## config.mk

```make
export PLATFORM = sky130hd
export DESIGN_NAME = regfile_wport_arbiter
export DESIGN_NICKNAME = d
export VERILOG_FILES = /design/src/rtl/regfile_wport_arbiter.sv
export SDC_FILE = /design/constraint.sdc
export NUM_CORES = 1
export LEC_CHECK = 0
export ABC_CLOCK_PERIOD_IN_PS = 1400
export CORE_MARGIN = 4
export CORE_UTILIZATION = 34
export CTS_CLUSTER_SIZE = 20
export DETAILED_ROUTE_END_ITERATION = 6
export HOLD_SLACK_MARGIN = 0.1
export PLACE_DENSITY_LB_ADDON = 0.05
export SYNTH_ARGS = -nofsm -noshare
export SYNTH_HDL_FRONTEND = slang
export SYNTH_SLANG_ARGS = --single-unit
```

## constraint.sdc

```tcl
create_clock -name clk -period 1.4 [get_ports clk]
set_input_delay 0.35 -clock clk [delete_from_list [all_inputs] [get_ports clk]]
set_output_delay 0.35 -clock clk [all_outputs]
set_load 0.05 [all_outputs]
```

## src/rtl/regfile_wport_arbiter.sv

```systemverilog
// Round-robin arbiter sharing the register-file write port between the
// I-type/load (rt) and R-type (rd) writeback paths, with a registered write stage.
module regfile_wport_arbiter #(
   parameter int DATA_W      = 32,
   parameter int ADDR_W      = 5,
   parameter int CNT_W       = 8,
   parameter int SUPPRESS_R0 = 1
) (
   input  logic              clk,
   input  logic              rst_n,
   input  logic              req_a,
   input  logic [ADDR_W-1:0] addr_a,
   input  logic [DATA_W-1:0] data_a,
   output logic              gnt_a,
   input  logic              req_b,
   input  logic [ADDR_W-1:0] addr_b,
   input  logic [DATA_W-1:0] data_b,
   output logic              gnt_b,
   output logic              rf_sel,
   output logic              rf_we,
   output logic [ADDR_W-1:0] rf_waddr,
   output logic [DATA_W-1:0] rf_wdata,
   output logic              busy,
   output logic [CNT_W-1:0]  conflict_cnt
);

   typedef enum logic {
      PRIO_A = 1'b0,
      PRIO_B = 1'b1
   } prio_t;

   localparam logic [CNT_W-1:0] CNT_MAX = '1;
   localparam logic [CNT_W-1:0] CNT_ONE = {{(CNT_W-1){1'b0}}, 1'b1};

   prio_t             ptr;
   prio_t             ptr_next;
   logic [ADDR_W-1:0] win_addr;
   logic [DATA_W-1:0] win_data;
   logic              win_is_r0;

   always_ff @(posedge clk or negedge rst_n) begin
      if (!rst_n) begin
         ptr <= PRIO_A;
      end else begin
         ptr <= ptr_next;
      end
   end

   // Grants are gated by rst_n so they fall the instant reset asserts.
   always_comb begin
      gnt_a    = 1'b0;
      gnt_b    = 1'b0;
      ptr_next = ptr;
      if (rst_n) begin
         if (req_a && (!req_b || ptr == PRIO_A)) begin
            gnt_a = 1'b1;
         end else if (req_b) begin
            gnt_b = 1'b1;
         end
      end
      if (gnt_a) begin
         ptr_next = PRIO_B;
      end else if (gnt_b) begin
         ptr_next = PRIO_A;
      end
   end

   assign busy      = req_a & req_b;
   assign win_addr  = gnt_b ? addr_b : addr_a;
   assign win_data  = gnt_b ? data_b : data_a;
   assign win_is_r0 = (SUPPRESS_R0 != 0) && (win_addr == '0);

   // Idle cycles only drop the enable; the last address/data/select are held.
   always_ff @(posedge clk or negedge rst_n) begin
      if (!rst_n) begin
         rf_sel   <= 1'b0;
         rf_we    <= 1'b0;
         rf_waddr <= '0;
         rf_wdata <= '0;
      end else if (gnt_a || gnt_b) begin
         rf_sel   <= gnt_b;
         rf_we    <= !win_is_r0;
         rf_waddr <= win_addr;
         rf_wdata <= win_data;
      end else begin
         rf_we    <= 1'b0;
      end
   end

   always_ff @(posedge clk or negedge rst_n) begin
      if (!rst_n) begin
         conflict_cnt <= '0;
      end else if (busy && conflict_cnt != CNT_MAX) begin
         conflict_cnt <= conflict_cnt + CNT_ONE;
      end
   end

endmodule

```

# ---- Word level (Yosys, flattened, before mapping)
# Cells that the tools add are included.
dict set report totals {
  register_bits 48
  latch_bits 0
  mem_bits_rw 0
  mem_bits_ro 0
  input_bits 78
  out_inout_bits 50
  wordCells 28
  memories 0
}
dict set report op_classes {
  n_addsub 1
  n_mul 0
  n_div 0
  order_cmp 0
  n_eq_ne 1
  n_shift 0
  muxes 10
  n_bitwise 2
  n_reduce_logical 8
}
# op n
set ops {}
lappend ops {{$mux 32} 1}
lappend ops {{$add 8x1->8 const B} 1}
lappend ops {{$mux 1} 8}
lappend ops {{$ne 8x8->1 const B} 1}
lappend ops {{$logic_not 5->1} 1}
lappend ops {{$mux 5} 1}
lappend ops {{$logic_and 1x1->1} 2}
lappend ops {{$logic_not 1->1} 2}
lappend ops {{$logic_or 1x1->1} 2}
lappend ops {{$reduce_bool 2->1} 1}
lappend ops {{$and 1x1->1} 1}
lappend ops {{$not 1->1} 1}

# ---- Logic depth before layout (Yosys ltp)
dict set report logic_depth {
  ltp_word 9
  ltp_mapped 6
}

# ---- Least setup slack after synthesis
# Ideal clock, no wire load.
dict set report synth_path {
  path_kind {reg-to-reg}
  start {register conflict_cnt[0]}
  end {register conflict_cnt[1]}
  setup_time_ns 0.125
  arrival_ns 1.682
  path_slack_ns -0.407
  path_stages_with_launch 5
  n_path_buf 0
  synth_period_minus_slack_ns 1.807
  cell_sequence {dfrtp_1 -> ha_1 -> nand4_1 -> o21ai_1 -> mux2_2}
}
dict set report synth_between {
  elab_chain_cells 2
  elab_cells_between_ends 3
  cone_classes {add/sub: 1; eq/ne: 1; reduce/logical: 1}
}
# item line
set synth_lines {}
lappend synth_lines {{start, declared} 24} ;# output logic [CNT_W-1:0] conflict_cnt
lappend synth_lines {{start signal, assigned} 94} ;# conflict_cnt <= conflict_cnt + CNT_ONE;
lappend synth_lines {{branches (longest 2 deep; another with $add 8x1->8)} n/a}
# Parallel ways; which one is timed is not known.
# A chain may end at the register's enable or synchronous reset.

# ---- Final worst setup path
dict set report layout_path {
  start {register ptr}
  end {output port gnt_b}
}
dict set report layout_between {
  elab_chain_cells 5
}
# item line
set layout_lines {}
lappend layout_lines {{start, declared} 35} ;# prio_t ptr;
lappend layout_lines {{start signal, assigned} 45} ;# ptr <= ptr_next;
lappend layout_lines {{$not 1->1} 55} ;# if (req_a && (!req_b || ptr == PRIO_A)) begin
lappend layout_lines {{$logic_or 1x1->1} 55}
lappend layout_lines {{$logic_and 1x1->1} 55}
lappend layout_lines {{$mux 1} 55}
lappend layout_lines {{$mux 1} 54} ;# if (rst_n) begin
lappend layout_lines {{end, declared} 18} ;# output logic gnt_b,
# No other way between the ends.

==> flow_summary.yaml <==
status:
  status: "finished, violations left"
  failed_checks: "negative setup slack"
power_and_ir_drop:
  power_uw: 6445
  p_leak_uw: 0.002112
  powerDensity_nw_per_um2: 1389
  peakVddDrop_v: 0.001251
worst_setup_path:
  path_cells: "nand2b_4 > nand2_4 > clkinvlp_4 > buf_12"
  r2r_start: "ptr$_DFFE_PN0P_"
  r2r_cells: 5
  cp_max_fo: 3
  slowest_delay_ps: 420
  slowest_stage: "dfrtp_1"
  r2r-end: "rf_wdata[3]$_DFFE_PN0P_"
  required_ps: 1050
  worstSetupStartpointType: "flop"
  arrival_ps: 1190
  crit_path_end_kind: "primary output"
  rrSetupSlack_ps: -70
  path_class: "reg2out"
clocking:
  tritoncts: "yes"
  path_clk_slew_ps: 90
  cts_num_sinks: 48
  cts_buffers: 5
  cts_root_buf: "clkbuf_8"
  max-clock-path-buffers: 2
  htree_levels: 2
  insertion_delay_ps: 300
floorplanning:
  dieHeight_um: 89.25
  io_pins: 128
  core_area_um2: 6386
  die_x_um: 89.25
  rows: 29
  start_util_pct: 35.15
  die_area_um2: 7966
sta:
  period_needed_ps: 1541
  hold_viol_final: 0
  drv_slew: 0
  rsz0062_at_grt: "yes"
  skew_ps: 12.82
  setup_ws_ps: -141.5
  timing.final.crit_share_pct: 110.1
  worst_slew_pin_slew_ps: 574.6
  fmax_ghz: 0.6487
  setup_viol: 35
  slew_headroom_pct: 61.70
detailed_routing:
  route.detailed.drc: 0
  ant_nets: 0
  vias: 2278
  drt-total-wl_um: 7839
  drt_iter0_markers: 92
  vias_per_cell: 5.273
  wl_per_cell_um: 18.15
  drt_pass1_iterations: 4
synth:
  async_reset_ff_share_pct: 100.0
  yosysWarnings: 0
  synthTopCellsByCount: "dfrtp_1, and3_1, a221o_1, nand3_1"
  synth_cell_types: 31
  synth.top_cell.area_share_pct: 53.51
  yosysSeqAreaShare_pct: 53.51
  synth.area.top_cells: "dfrtp_1, a221o_1, and3_1, buf_6, nand3_1"
  synth_fp_nets: 274
  synth-seq-cells: 48
  yosysMostFrequentCell: "dfrtp_1"
  synth_edf_count: 0
  synth_area_per_cell_um2: 11.51
  synthesis.area_um2: 2245
  syn_inst: 195
  synth-main-ff-cell: "dfrtp_1"
  synth_top_cell_by_area: "dfrtp_1"
run:
  cap_violations: 0
placed_design:
  place_ws_ps: -471.0
  dp_hpwl_um: 5629
  gp_congestion: 0.8504
  port-buffer-count: 127
finish:
  nets: 434
  area_growth_pct: 106.7
  fin_util_pct: 72.65
  layout-drive-gt1-share_pct: 34.93
  n_antenna_cell: 0
global_routing:
  grt_util_all_layers_pct: 19.60
  grt_max_degree: 44
  antenna_found_initial: 1
  grt_first_pass_wirelength_um: 12030
  grt_pass1_vias: 2337
  overflow: 0
min_path:
  hp-class: "in2async"
[through the flow]
stage          area, um^2  std cells  hold WS, ps  setup TNS, ps
6_report             4639        432        284.5          -1782
2_1_floorplan        2301        195        54.41         -326.4
4_1_cts              4558        429        303.8          -1422
3_3_place_gp         4398        418        298.4         -19040
5_1_grt              4639        432        333.5          -3770
3_5_place_dp         4398        418        303.0         -20670
[logic make-up (layout without fill, tap and decap cells)]
kind of cell	Yosys count	count (layout)	share of synthesized area [%]
AO/OA/AOI/OAI	51	51	19.57
XOR/XNOR	3	3	1.171
adder cells (fa/ha/maj)	1	1	0.5573
buffers and inverters	18	178	5.629
flip-flops	48	48	53.51
multiplexers	4	4	2.007
AND/OR/NAND/NOR	70	70	17.56
[where the power goes]
group          switching, uW  internal (uW)
Combinational           1550           1760
Sequential               305           1670
Clock                    460            703
[state kept, by name, summed over array words and instances, names as in the netlist]
signal	cells
rf_wdata	32
conflict_cnt	8
rf_waddr	5
ptr	1
rf_sel	1
rf_we	1
[worst max-delay path by stage]
stage	startpoint	end	slack, ps	depth (start not counted)
6_report	ptr$_DFFE_PN0P_	gnt_b	-140	4
3_3_place_gp	req_a	gnt_a	-430	5
2_1_floorplan	conflict_cnt[0]$_DFFE_PN0P_	conflict_cnt[1]$_DFFE_PN0P_	-140	4
3_5_place_dp	req_a	gnt_a	-470	5
4_1_cts	ptr$_DFFE_PN0P_	gnt_b	-160	4
5_1_grt	ptr$_DFFE_PN0P_	gnt_b	-210	4
[metal layers]
metal | track usage [%] | part of all wire (%) | vias up
met4 | 4.330 | 0.93 | 2
met2 | 34.23 | 52 | 73
met5 | 0 | 0.17 | -
met3 | 4.424 | 6.7 | 11
li1 | - | - | 1077
met1 | 24.74 | 40 | 1115
[cell usage in the layout, fill, tap and decap left out, types with 2 or more instances in the layout]
cell type        count
a221o_1             32
a31oi_1              5
and2_4               2
and3_1              34
buf_12              57
buf_2                2
buf_4               30
buf_6                4
bufinv_16            2
clkbuf_8             5
clkdlybuf4s50_1     71
dfrtp_1             41
dfrtp_2              7
dlymetal6s2s_1       3
mux2_2               2
mux2_4               2
nand2_1              7
nand3_1              9
nand4_1              3
nor2_1               7
o211ai_1             2
o21a_1               2
o21ai_0              6
o21ai_2              2
xnor2_1              3
[critical path, delay by kind of cell, from the launching register on]
kind | cells | cell delay (ps)
buf+inv | 2 | 240
flops | 1 | 420
simple gates | 2 | 240
[layout make-up]
type / count / area [um^2]
timing repair buffer: 170 / 2216
inverter: 1 / 7.507
tap: 77 / 96.34
fill: 467 / 1747
clock inverter: 2 / 60.06
clock buffer: 5 / 68.82
sequential: 48 / 1210
multi-input combinational: 129 / 980.9
[repair_timing]
| item | in CTS | in global routing |
|---|---|---|
| pin swaps | 2 | 7 |
| gates resized for setup | 8 | 10 |
| hold buffers | 1 | 0 |
| buffers inserted | 3 | 2 |
| endpoints found under the hold margin | 5 | 0 |
| endpoints found under the setup margin | 45 | 43 |
| gates cloned | 0 | 1 |
Power figures use the tool's default switching activity.
